## src/rtl/cobra_ctrl_pkg.sv

```systemverilog
// Shared types and constants for the CYBERcobra execution controller.
package cobra_ctrl_pkg;

  // Controller states; the encoding is exported on state_o.
  typedef enum logic [1:0] {
    IDLE = 2'd0,
    RUN  = 2'd1,
    STEP = 2'd2,
    HALT = 2'd3
  } state_t;

  // Saturation value of the retired-instruction counter.
  localparam logic [31:0] CNT_MAX = 32'hFFFF_FFFF;

  // Saturating increment: the counter sticks at CNT_MAX instead of wrapping.
  function automatic logic [31:0] sat_inc(input logic [31:0] v);
    return (v == CNT_MAX) ? v : v + 32'd1;
  endfunction

endpackage

```

## src/rtl/btn_edge_sync.sv

```systemverilog
// Synchronizes one raw board button and turns each rising edge into a
// single-cycle pulse. SYNC_STAGES must be at least 2.
module btn_edge_sync #(
  parameter int SYNC_STAGES = 2
) (
  input  logic clk_i,
  input  logic rst_ni,
  input  logic btn_i,
  output logic pulse_o
);

  logic [SYNC_STAGES-1:0] sync_q;
  logic                   prev_q;

  // Synchronizer chain followed by a previous-value flop for edge detection.
  // NOTE: non-blocking assignments so every flop samples its pre-edge input;
  // blocking ones would collapse the chain into a single stage.
  always_ff @(posedge clk_i or negedge rst_ni) begin
    if (!rst_ni) begin
      sync_q <= '0;
      prev_q <= 1'b0;
    end else begin
      sync_q <= {sync_q[SYNC_STAGES-2:0], btn_i};
      prev_q <= sync_q[SYNC_STAGES-1];
    end
  end

  // High only in the first cycle the synchronized level is seen high.
  assign pulse_o = sync_q[SYNC_STAGES-1] & ~prev_q;

endmodule

```

## src/rtl/cobra_exec_ctrl.sv

```systemverilog
// Execution controller for the CYBERcobra core: gates retirement with a
// clock-enable and provides run, single-step, halt, PC breakpoint, an
// instruction-count watchdog and a restart that resets the core.
module cobra_exec_ctrl
  import cobra_ctrl_pkg::*;
#(
  parameter logic [31:0] CYCLE_LIMIT = 32'd0,
  parameter int          SYNC_STAGES = 2
) (
  input  logic        clk_i,
  input  logic        rst_ni,
  input  logic        run_i,
  input  logic        step_i,
  input  logic        halt_i,
  input  logic        clear_i,
  input  logic        bp_en_i,
  input  logic [31:0] bp_addr_i,
  input  logic [31:0] pc_i,
  input  logic [31:0] core_out_i,
  output logic        core_en_o,
  output logic        core_rst_o,
  output logic [1:0]  state_o,
  output logic [31:0] instr_cnt_o,
  output logic [31:0] snap_o,
  output logic        bp_hit_o
);

  logic run_p, step_p, halt_p, clear_p;

  btn_edge_sync #(.SYNC_STAGES(SYNC_STAGES)) u_run_sync (
    .clk_i(clk_i), .rst_ni(rst_ni), .btn_i(run_i),   .pulse_o(run_p));
  btn_edge_sync #(.SYNC_STAGES(SYNC_STAGES)) u_step_sync (
    .clk_i(clk_i), .rst_ni(rst_ni), .btn_i(step_i),  .pulse_o(step_p));
  btn_edge_sync #(.SYNC_STAGES(SYNC_STAGES)) u_halt_sync (
    .clk_i(clk_i), .rst_ni(rst_ni), .btn_i(halt_i),  .pulse_o(halt_p));
  btn_edge_sync #(.SYNC_STAGES(SYNC_STAGES)) u_clear_sync (
    .clk_i(clk_i), .rst_ni(rst_ni), .btn_i(clear_i), .pulse_o(clear_p));

  state_t      state_q, state_d;
  logic [31:0] cnt_q, cnt_d;
  logic [31:0] snap_q, snap_d;
  logic        bp_hit_q, bp_hit_d;
  logic        skip_q, skip_d;     // lets execution leave a breakpointed PC
  logic        rsthold_q, rsthold_d;
  logic        bp_match, limit_hit, en;

  assign bp_match  = bp_en_i && (pc_i == bp_addr_i) && !skip_q;
  assign limit_hit = (CYCLE_LIMIT != 32'd0) && (cnt_q >= CYCLE_LIMIT);

  // Next-state, enable and bookkeeping logic; clear overrides everything.
  // NOTE: every signal gets a default before the case so no path infers a latch.
  always_comb begin
    state_d   = state_q;
    cnt_d     = cnt_q;
    snap_d    = snap_q;
    bp_hit_d  = bp_hit_q;
    skip_d    = skip_q;
    rsthold_d = 1'b0;
    en        = 1'b0;

    unique case (state_q)
      IDLE: begin
        if (halt_p)      state_d = HALT;
        else if (step_p) state_d = STEP;
        else if (run_p)  state_d = RUN;
      end
      RUN: begin
        en = !bp_match && !limit_hit;
        if (halt_p || bp_match || limit_hit) state_d = HALT;
        if (bp_match) bp_hit_d = 1'b1;
      end
      STEP: begin
        en      = !limit_hit;
        state_d = HALT;
      end
      HALT: begin
        if (!halt_p && step_p) begin
          state_d  = STEP;
          skip_d   = 1'b1;
          bp_hit_d = 1'b0;
        end else if (!halt_p && run_p) begin
          state_d  = RUN;
          skip_d   = 1'b1;
          bp_hit_d = 1'b0;
        end
      end
    endcase

    if (en) begin
      cnt_d  = sat_inc(cnt_q);
      skip_d = 1'b0;
    end

    if (clear_p) begin
      state_d   = IDLE;
      cnt_d     = '0;
      bp_hit_d  = 1'b0;
      skip_d    = 1'b0;
      rsthold_d = 1'b1;
    end

    if (state_d == HALT && state_q != HALT) snap_d = core_out_i;
  end

  // State and datapath registers; rsthold resets high so the core stays in
  // reset for one cycle after rst_ni releases.
  always_ff @(posedge clk_i or negedge rst_ni) begin
    if (!rst_ni) begin
      state_q   <= IDLE;
      cnt_q     <= '0;
      snap_q    <= '0;
      bp_hit_q  <= 1'b0;
      skip_q    <= 1'b0;
      rsthold_q <= 1'b1;
    end else begin
      state_q   <= state_d;
      cnt_q     <= cnt_d;
      snap_q    <= snap_d;
      bp_hit_q  <= bp_hit_d;
      skip_q    <= skip_d;
      rsthold_q <= rsthold_d;
    end
  end

  assign core_en_o   = en;
  assign core_rst_o  = rsthold_q;
  assign state_o     = state_q;
  assign instr_cnt_o = cnt_q;
  assign snap_o      = snap_q;
  assign bp_hit_o    = bp_hit_q;

endmodule

```

## config.mk

```make
export PLATFORM = sky130hd
export DESIGN_NAME = cobra_exec_ctrl
export DESIGN_NICKNAME = d
export VERILOG_FILES = /design/src/rtl/cobra_ctrl_pkg.sv /design/src/rtl/btn_edge_sync.sv /design/src/rtl/cobra_exec_ctrl.sv
export SDC_FILE = /design/constraint.sdc
export NUM_CORES = 1
export LEC_CHECK = 0
export ABC_CLOCK_PERIOD_IN_PS = 2340
export BUFFER_PORTS_ARGS = -buffer_cell sky130_fd_sc_hd__buf_2
export CAP_MARGIN = 10
export CORE_UTILIZATION = 45
export CTS_CLUSTER_SIZE = 10
export DETAILED_ROUTE_END_ITERATION = 8
export MAX_ROUTING_LAYER = met4
export PLACE_DENSITY = 0.81
export SETUP_SLACK_MARGIN = 0.02
export SYNTH_ARGS = -nofsm -noshare
export SYNTH_HDL_FRONTEND = slang
export SYNTH_HIERARCHICAL = 1
export SYNTH_SLANG_ARGS = --single-unit
```

## constraint.sdc

```tcl
create_clock -name clk_i -period 2.34 [get_ports clk_i]
set_input_delay 0.468 -clock clk_i [delete_from_list [all_inputs] [get_ports clk_i]]
set_output_delay 0.468 -clock clk_i [all_outputs]
set_load 0.01 [all_outputs]
```

# Word level (Yosys, flattened, before mapping)
# Cells that the tools add are included.
# totals
register_bits,81
in_bits,103
elab_cells,73
# op_classes
addsub,1
eq_ne,10
mux,23
n_bitwise,8
n_reduce_logical,17
# op_table
op,count
$mux W32,3
$add A32 B1 Y32 const B,1
$eq A32 B32 Y1,1
$eq A32 B32 Y1 const B,1
$mux W2,7
$mux W1,10
$pmux W2 S4,1
$eq A2 B2 Y1 const B,3
$reduce_bool A3 Y1,2
$logic_and A1 B1 Y1,5
$and A1 B1 Y1,4
$ne A2 B2 Y1 const B,2
$ne A4 B4 Y1 const B,1
$not A1 Y1,4
$pmux W1 S2,2
$reduce_and A2 Y1,2
$reduce_bool A4 Y1,1
$logic_not A1 Y1,3
$ne A3 B3 Y1 const B,1
$reduce_and A3 Y1,1
$eq A2 B1 Y1 const B,1
$logic_not A2 Y1,1
$reduce_bool A2 Y1,1
$logic_or A1 B1 Y1,1

# Depth between registers and ports, before layout
# Gate-level depths: netlist of the first run.
# depth
ltp_word,10
mapped_depth,10
depth_no_buf,9

# Hierarchy
# The synthesis of the first run kept the hierarchy.
# by_module_without_submodules
module,n_inst,cells_each,area_per_inst_um2
cobra_exec_ctrl,1,387,4098.9
btn_edge_sync,4,4,88.8

# Least setup slack after synthesis of the first run
# Ideal clock, no wire load.
# synth_path
kind,reg2reg
startpoint,"register state_q[1], in the netlist state_o[1]"
endpoint,"register snap_q[0], in the netlist snap_o[0]"
setup_time_ns,0.125
arrival_ns,2.019
path_slack_ns,0.196
path_stages_with_launch,11
synth_period_minus_slack_ns,2.144
path_cell_list,dfrtp_1 inv_1 ha_1 nor2b_1 o21ai_0 o21ai_0 a21oi_1 nor4_1 o21ai_2 buf_6 mux2_4
# synth_between
elab_chain_cells,7
# synth_rtl
element,line_no,text
"start, declared",cobra_exec_ctrl.sv:39,"state_t state_q, state_d;"
"start signal, assigned",cobra_exec_ctrl.sv:116,state_q <= state_d;
$mux W2,cobra_exec_ctrl.sv:65,else if (run_p) state_d = RUN;
$mux W2,cobra_exec_ctrl.sv:64,else if (step_p) state_d = STEP;
$mux W2,cobra_exec_ctrl.sv:63,if (halt_p) state_d = HALT;
$pmux W2 S4,cobra_exec_ctrl.sv:61,unique case (state_q)
$mux W2,cobra_exec_ctrl.sv:94,if (clear_p) begin
$eq A2 B2 Y1,cobra_exec_ctrl.sv:102,if (state_d == HALT && state_q != HALT) snap_d = core_out_i;
$logic_and A1 B1 Y1 (*),cobra_exec_ctrl.sv:102,
"end signal, assigned",cobra_exec_ctrl.sv:118,snap_q <= snap_d;
"end, declared",cobra_exec_ctrl.sv:41,"logic [31:0] snap_q, snap_d;"
# Mark *: on every way between the ends. The rest lies on a longest branch, timed or not.
# A chain may end at the register's enable or synchronous reset.

# Worst setup path in the final report of the first run
# layout_path
startpoint,"register state_q[0], in the netlist state_o[0]"
endpoint,"register snap_q[17], in the netlist snap_o[17]"
# The elaborated chain is that of the path after synthesis.

==> flow_summary.yaml, run 1 <==
outcome:
  status: "complete, no violations"
synth:
  yosys_register_bits: 81
  synth_area_sq_um: 4450
  avgSynthCellArea_sq_um: 11.1
  synthTopCellsByArea: "dfrtp_1 45%, mux2_4 10%, xnor2_1 5.3%, mux2_2 3.5%, nand4_1 2.8%"
  synth_ff_type: "dfrtp_1"
  synth_top_area_share_pct: 44.9
  synth_cells: 403
  synth-edff-count: 0
  synth_nets: 511
  yosysTopAreaCell: "dfrtp_1"
  yosysWarnings: 6
  ys_seq_area_share_pct: 45.5
  async_flop_share_pct: 100
  yosys.cell_types.count: 52
cts:
  insertion_delay_ps: 360
  ctsLongestPathBuffers: 2
  clock-sinks: 81
  cts_tree: "yes"
  cts_buffers: 9
  cts_max_level: 3
  clockRootBuffer: "clkbuf_8"
  clkSlewWorstSetupHoldPaths_ps: 100
final_layout:
  area_delta_synth_final_pct: 36.4
  seq_area_sq_um: 2030
  final_nets: 714
  layout-drive-gt1-share_pct: 49.6
  n_fill_cell: 781
  multiInputGateArea_sq_um: 2360
  diodes: 0
  fin_util_pct: 64.5
  design_area_sq_um: 6080
drt:
  ant_nets: 0
  vias_per_cell: 5.27
  dr.first_iter.drc_count: 202
  dr.pass1.iters: 5
  vias: 3897
  route.detailed.drc: 0
  wl_per_cell_um: 15.6
  wl_um: 11500
timing:
  slew_headroom_pct: 66.2
  hold_viol: 0
  worstMarginPinSlew_ps: 507
  whs_ps: 217
  setup_viol: 0
  maxSlewViolCount: 0
  rsz0062_at_grt: "yes"
  skew_ps: 11.7
  fin_crit_ps: 2280
  period_share_pct: 97.5
  fmax_ghz: 0.438
floorplan:
  die_height_um: 101
  die_w_um: 101
  initial_utilization_pct: 47.3
  core_sq_um: 9420
  num_rows: 35
  die-area_sq_um: 10300
  io-pin-count: 172
setup_path:
  crit_required_ps: 2590
  crit_path_end_kind: "register"
  cp.arrival_ps: 2530
  crit_type: "register to register"
  rr_worst_depth: 10
  critPathMaxFanout: 6
  critPathLaunchType: "register"
global_route:
  grt_pass1_wl_um: 18200
  antenna_found_initial: 0
  track_usage_pct: 23.4
  grt_max_degree: 63
  first_global_vias: 3962
  overflow: 0
placement:
  port_buffers: 171
  place_hpwl_um: 8180
  placedInstanceArea_sq_um: 5590
  gp_congestion: 0.836
min_path:
  hold-path-cell-count: 1
  hold_path.class: "input pin to register"
pwr:
  vdd_drop_max_uv: 763
  power.density_nw_per_um2: 930
  finalPower_mw: 5.65
  p_leak_nw: 2.99
job:
  cap_violations: 0
## power breakdown
part	total, mW	internal (mW)	switching, mW
clock network	1.21	0.646	0.564
registers	1.95	1.74	0.210
logic	2.49	1.38	1.11
## area by class of cell
type / count / area share [%]
clock buffer: 10 / 2.26
multi-input combinational: 292 / 38.9
timing repair buffer: 210 / 20.5
clock inverter: 6 / 1.59
sequential: 81 / 33.4
tap: 129 / 2.66
inverter: 12 / 0.741
## registers in the layout, summed over array words and instances (netlist names)
register and count:
instr_cnt_o 32, snap_o 32, state_o 2, u_clear_sync/sync_q 2
u_halt_sync/sync_q 2, u_run_sync/sync_q 2, u_step_sync/sync_q 2, bp_hit_o 1
core_rst_o 1, skip_q 1, u_clear_sync/prev_q 1, u_halt_sync/prev_q 1
u_run_sync/prev_q 1, u_step_sync/prev_q 1
## final timing paths
check | startpoint | to | slack (ps)
setup / recovery | state_o[0] | snap_o[17] | 60
hold / removal | step_i | u_step_sync/sync_q[0] | 220
setup reg to reg | state_o[0] | snap_o[17] | 60
hold reg to reg | u_clear_sync/sync_q[0] | u_clear_sync/sync_q[1] | 360
max in group asynchronous | rst_ni | core_rst_o | 1180
min in group asynchronous | rst_ni | snap_o[29] | 530
## synthesized netlist by cell type, types with 3 or more instances
master	instances
nor3_1	6
o31ai_1	6
nand4_1	20
nand2_1	8
mux2_2	14
mux2_1	3
nor2b_4	4
o21ai_0	12
nor4_1	11
dfrtp_1	80
mux2_4	30
buf_6	8
nor2b_1	18
nand3_1	22
a21oi_1	18
or3_1	14
inv_1	12
or4_1	6
and4_1	4
nor2_1	22
nand2b_1	11
and3_1	5
xnor2_1	27
ha_1	5
clkbuf_1	6
## what timing repair did
action | 4_1_cts | 5_1_grt
hold endpoints to repair | 19 | 0
buffers inserted | 0 | 9
resized for setup | 2 | 21
pin swaps | 0 | 6
cloned | 0 | 3
setup endpoints to repair | 32 | 41
hold buffers | 1 | 0
## worst max-delay path, cell delays in order, from the launching register on
cell	delay (ps)
dfrtp_2	430
inv_2	90
ha_4	150
nor2b_2	160
o21ai_0	80
o21ai_0	100
a21oi_2	70
nor4_2	400
o21ai_4	190
clkbuf_16	210
mux2_4	300
## cell usage in the layout (no fill, tap or decap), types with 3 or more instances in the layout
master,count
o31ai_1,6
nor2_1,22
mux2_2,14
clkbuf_8,10
mux2_1,3
nand3_1,21
nor4_1,9
xnor2_2,5
dfrtp_1,79
nand4_1,20
nor2b_1,16
xnor2_1,22
nand2_1,7
nand2b_1,10
or3_1,14
buf_12,4
nor3_1,6
a21oi_1,17
inv_1,10
or4_1,6
and4_1,4
mux2_4,30
buf_4,31
o21ai_0,12
buf_2,170
nor2b_4,5
and3_1,5
## through the flow
step	TNS, ps	setup WS, ps	instances
finish	0	58.8	740
global route	-439	-28.9	740
CTS	0	27.6	728
detailed placement	-4510	-146	711
global placement	-3360	-110	711
floorplan	0	196	403
## metal layers
metal | wire, um | global-route usage [%]
met5 | 0 | -
met4 | 145 | 6.24
met1 | 4900 | 27.7
met2 | 5800 | 39.6
met3 | 688 | 5.87
## kinds of logic after synthesis
logic type	after synthesis	share of synthesized area (%)
adder cells (fa/ha/maj)	5	1.40
AO/OA/AOI/OAI	50	7.02
buffers and inverters	30	4.02
flip-flops	81	45.5
XOR/XNOR	27	5.31
AND/OR/NAND/NOR	161	21.9
multiplexers	49	14.9
Note: power is estimated with default switching activity, not from simulation.
==> run 2: changes to the inputs <==
- PLACE_DENSITY: 0.81 -> 0.75
- RECOVER_POWER: unset -> 25
==> run 2 against run 1 <==
Net effect: core utilization fell by 1.6 points; via count decreased by 1.1%; combinational power down 4%; cell count is 0.68% lower; global-route usage down 1.0 points; count of clock-buffer cells in the layout rose by 1; worst hold slack better by 6.1 ps; critical path depth unchanged; register-to-register slack better by 60 ps.
==> flow_summary.yaml, run 2 (synthesis gave the netlist of run 1 again) <==
outcome:
  status: "complete, no violations"
setup_path:
  rr_worst_depth: 10
  critPathLaunchType: "register"
  crit_required_ps: 2570
  critPathMaxFanout: 13
  r2r_end: "snap_o[31]"
  crit_type: "register to register"
  r2r_slack_ps: 120
  r2r_start: "state_o[1]"
  cp.arrival_ps: 2450
  crit_path_end_kind: "register"
final_layout:
  final_cell_mix: "169 x buf_2, 79 x dfrtp_1, 30 x mux2_4"
  diodes: 0
  area_delta_synth_final_pct: 33.1
  n_fill_cell: 776
  design_area_sq_um: 5930
  final_nets: 709
  layoutNonFillerInstCount: 735
  layout_commonest_cell: "buf_2"
  layout-drive-gt1-share_pct: 47.7
timing:
  fmax_ghz: 0.451
  whs_ps: 223
  hold_viol: 0
  maxSlewViolCount: 0
  skew_ps: 17.4
  fin_crit_ps: 2220
  period_share_pct: 94.8
  rsz0062_at_grt: "yes"
  slew_headroom_pct: 26.7
  setup_viol: 0
  final.setup.tns_ps: 0
  worstMarginPinSlew_ps: 1100
floorplan:
  die_w_um: 101
  io-pin-count: 172
  die_height_um: 101
  initial_utilization_pct: 47.3
  num_rows: 35
  die-area_sq_um: 10300
  core_sq_um: 9420
cts:
  cts_tree: "yes"
  cts_buffers: 9
  cts_max_level: 3
  clock-sinks: 81
  hold_buffers: 0
  ctsLongestPathBuffers: 2
  insertion_delay_ps: 350
  clkSlewWorstSetupHoldPaths_ps: 80
  clockRootBuffer: "clkbuf_8"
global_route:
  grt_pass1_wl_um: 17500
  overflow: 0
  antenna_found_initial: 0
  grt_max_degree: 51
  track_usage_pct: 22.4
  first_global_vias: 3847
placement:
  dp.cells: 715
  port_buffers: 171
  place_hpwl_um: 7930
  placedInstanceArea_sq_um: 5620
  gp_congestion: 0.834
drt:
  vias_per_cell: 5.24
  wl_um: 10900
  route.detailed.drc: 0
  ant_nets: 0
  dr.pass1.iters: 4
  wl_per_cell_um: 14.9
  vias: 3855
  dr.first_iter.drc_count: 101
pwr:
  power_frac_seq_pct: 35.9
  clkPwrFrac_pct: 19.9
  vdd_drop_max_uv: 671
  p_sw_mw: 1.80
  power.density_nw_per_um2: 917
  combPwrFrac_pct: 44.2
  intPower_mw: 3.63
  p_leak_nw: 2.89
  switching_share_pct: 33.2
min_path:
  hp-start: "run_i"
  hold-path-cell-count: 1
  hold_path.class: "input pin to register"
  hold_path_end: "u_run_sync/sync_q[0]"
job:
  cap_violations: 0
## run 2: cell count changes in the layout (fill, tap and decap cells not counted), sizes merged
cell / delta
inv: -2
buf: -5
dlygate4sd3: -1
clkbuf: +2
clkinvlp: +2
bufinv: -1
## run 2: worst max-delay path by stage
stage	startpoint	end	slack, ps	cells after the start
2_1_floorplan	state_o[1]	snap_o[0]	200	10
3_3_place_gp	bp_addr_i[4]	snap_o[19]	-130	9
3_5_place_dp	bp_addr_i[16]	snap_o[25]	-190	9
4_1_cts	bp_addr_i[8]	core_en_o	20	9
5_1_grt	skip_q	core_en_o	-40	7
6_report	state_o[1]	snap_o[31]	120	10
## run 2: per-stage QoR
stage | worst slack, ps | power, mW | utilization (%)
global route | -40.8 | 5.73 | 63.0
finish | 121 | 5.44 | 63.0
floorplan | 196 | 3.39 | -
global placement | -126 | 4.15 | 59.7
detailed placement | -186 | 4.23 | 59.7
CTS | 22.1 | 5.34 | 62.2
## run 2: final cells by class
type | instances | area, sq um | share of cell area, %
repair buffers | 205 | 1180 | 19.9
well taps | 129 | 161 | 2.72
clock buffers | 11 | 151 | 2.55
inverters | 12 | 45.0 | 0.760
clock inverters | 5 | 61.3 | 1.03
flip-flops and latches | 81 | 2030 | 34.2
multi-input cells | 292 | 2300 | 38.8
## run 2: timing repair
action	in CTS	in global routing
gates resized for setup	3	9
cloned	0	1
setup buffers	0	3
pin swaps	0	4
endpoints found under the setup margin	31	38
## run 2: critical path: stages (launching register included)
cell and delay, ps:
dfrtp_2 450, inv_1 90, ha_2 200, nor2b_1 160, o21ai_0 90, o21ai_0 110, a21oi_2 80, nor4_4 280
o21ai_4 140, clkbuf_16 210, mux2_4 310
## run 2: per-layer routing
| metal | up-vias | wire, um | global-route usage [%] |
|---|---|---|---|
| met3 | 12 | 620 | 5.04 |
| met4 | 0 | 113 | 6.24 |
| li1 | 1860 | - | - |
| met2 | 141 | 5350 | 36.7 |
| met1 | 1842 | 4860 | 27.8 |
| met5 | - | 0 | - |
## run 2: power by group through the flow
| stage | registers [mW] | clock network (mW) | logic, mW |
|---|---|---|---|
| floorplan | 2.10 | 0 | 1.28 |
| global placement | 1.96 | 0 | 2.19 |
| detailed placement | 1.95 | 0 | 2.29 |
| CTS | 1.95 | 1.11 | 2.28 |
| global route | 1.99 | 1.16 | 2.58 |
| finish | 1.95 | 1.08 | 2.40 |
==> run 3: changes to the inputs <==
==> constraint.sdc (replaced) <==
create_clock -name clk_i -period 2.34 [get_ports clk_i]
set_input_delay 0 -clock clk_i [delete_from_list [all_inputs] [get_ports clk_i]]
set_output_delay 0 -clock clk_i [all_outputs]
set_load 0.01 [all_outputs]
==> run 3 against run 2 <==
Net effect: via count up 1.9%; critical path type unchanged; core utilization rose by 1.7 points; global-route usage grew 1.8 points; non-clock buffer count is 21 higher; worst hold slack better by 49 ps; largest cell class unchanged; sequential cell count is the same; register-to-register slack barely moved; fmax is 0.19% lower; clock power is essentially flat.
==> flow_summary.yaml, run 3 (synthesis gave the netlist of run 1 again) <==
timing:
  rsz0062_at_grt: "yes"
  worstMarginPinSlew_ps: 1020
  fmax_ghz: 0.450
  maxSlewViolCount: 0
  skew_ps: 11.5
  whs_ps: 272
  fin_crit_ps: 2220
  period_share_pct: 95.0
  hold_viol: 0
  slew_headroom_pct: 32.1
  setup_viol: 0
drt:
  wl_met1_um: 5110
  vias_per_cell: 5.20
  wl_um: 11500
  top_layer: "met4"
  dr.pass1.iters: 4
  route.detailed.drc: 0
  wl_per_cell_um: 15.3
  wl_met3_um: 701
  dr.first_iter.drc_count: 147
  ant_nets: 0
  vias: 3928
  wl_met2_um: 5590
global_route:
  grt_pass1_wl_um: 18700
  track_usage_pct: 24.2
  antenna_found_initial: 0
  overflow: 0
  first_global_vias: 3943
  grt_max_degree: 82
final_layout:
  area_delta_synth_final_pct: 36.7
  final_nets: 730
  diodes: 0
  layout-drive-gt1-share_pct: 35.9
  layout_commonest_cell: "buf_2"
  design_area_sq_um: 6090
  final_cell_mix: "124 x buf_2, 79 x dfrtp_1, 46 x clkbuf_1"
floorplan:
  die-area_sq_um: 10300
  core_sq_um: 9420
  initial_utilization_pct: 47.3
  io-pin-count: 172
  die_height_um: 101
  die_w_um: 101
  num_rows: 35
cts:
  ctsLongestPathBuffers: 2
  clock-sinks: 81
  cts_max_level: 3
  insertion_delay_ps: 360
  cts_tree: "yes"
  cts_buffers: 9
  clockRootBuffer: "clkbuf_8"
  clkSlewWorstSetupHoldPaths_ps: 90
pwr:
  vdd_drop_max_uv: 823
  p_leak_nw: 2.84
  power.density_nw_per_um2: 869
placement:
  placedInstanceArea_sq_um: 5520
  place_hpwl_um: 7690
  port_buffers: 171
  gp_congestion: 0.855
setup_path:
  cp.arrival_ps: 2470
  critPathLaunchType: "register"
  critPathMaxFanout: 12
  crit_type: "register to register"
  crit_required_ps: 2580
  r2r_slack_ps: 120
  crit_path_end_kind: "register"
job:
  cap_violations: 0
outcome:
  status: "complete, no violations"
min_path:
  hold_path.class: "input pin to register"
run 3: cell count changes in the layout (fill, tap and decap cells not counted), sizes merged:
cell,delta
buf,-59
clkbuf,+41
clkinvlp,-2
clkinv,+2
inv,+2
dlygate4sd3,+37
run 3: worst paths after layout:
check,from,endpoint,cells past startpoint
max in group asynchronous,rst_ni,state_o[1],2
max,state_o[1],snap_o[15],10
min in group asynchronous,rst_ni,instr_cnt_o[21],2
max reg2reg,state_o[1],snap_o[15],10
min,run_i,u_run_sync/sync_q[0],2
min reg2reg,u_clear_sync/sync_q[0],u_clear_sync/sync_q[1],0
run 3: timing repair:
item,in CTS,in global routing
gates resized for setup,1,8
setup endpoints to repair,26,40
setup buffers,2,0
endpoints found under the hold margin,116,0
hold buffers,37,0
pin swaps,0,1
run 3: final cells by class:
type	instances	area [sq um]
repair buffers	226	1360
well taps	129	161
clock inverters	7	76.3
multi-input cells	292	2300
inverters	12	45.0
fillers	767	3320
clock buffers	9	124
flip-flops and latches	81	2030
run 3: stage by stage:
| step | utilization, % | cells | power (mW) | TNS, ps | setup WS (ps) |
|---|---|---|---|---|---|
| final | 64.7 | 756 | 5.29 | 0 | 116 |
| after floorplan | - | 403 | 3.39 | 0 | 196 |
| after CTS | 64.9 | 756 | 5.34 | 0 | 54.5 |
| after global routing | 64.7 | 756 | 5.58 | -40.8 | -21.0 |
| after global placement | 58.6 | 701 | 4.09 | 0 | 40.4 |
| after detailed placement | 58.6 | 701 | 4.18 | -3540 | -147 |
run 3: power breakdown:
part / switching, mW / internal [mW]
registers: 0.231 / 1.74
logic: 1.07 / 1.19
clock network: 0.554 / 0.504
run 3: per-layer routing:
metal	up-vias	GRT usage, %
met5	-	-
met3	15	5.73
met1	1880	31.2
met2	143	38.5
met4	0	6.13
li1	1890	-
run 3: worst max-delay path, stage by stage (launching register included):
cell and delay, ps:
dfrtp_2 450, inv_1 100, ha_1 190, nor2b_1 180, o21ai_0 90, o21ai_0 100
a21oi_2 90, nor4_4 260, o21ai_4 150, buf_12 180, mux2_4 300
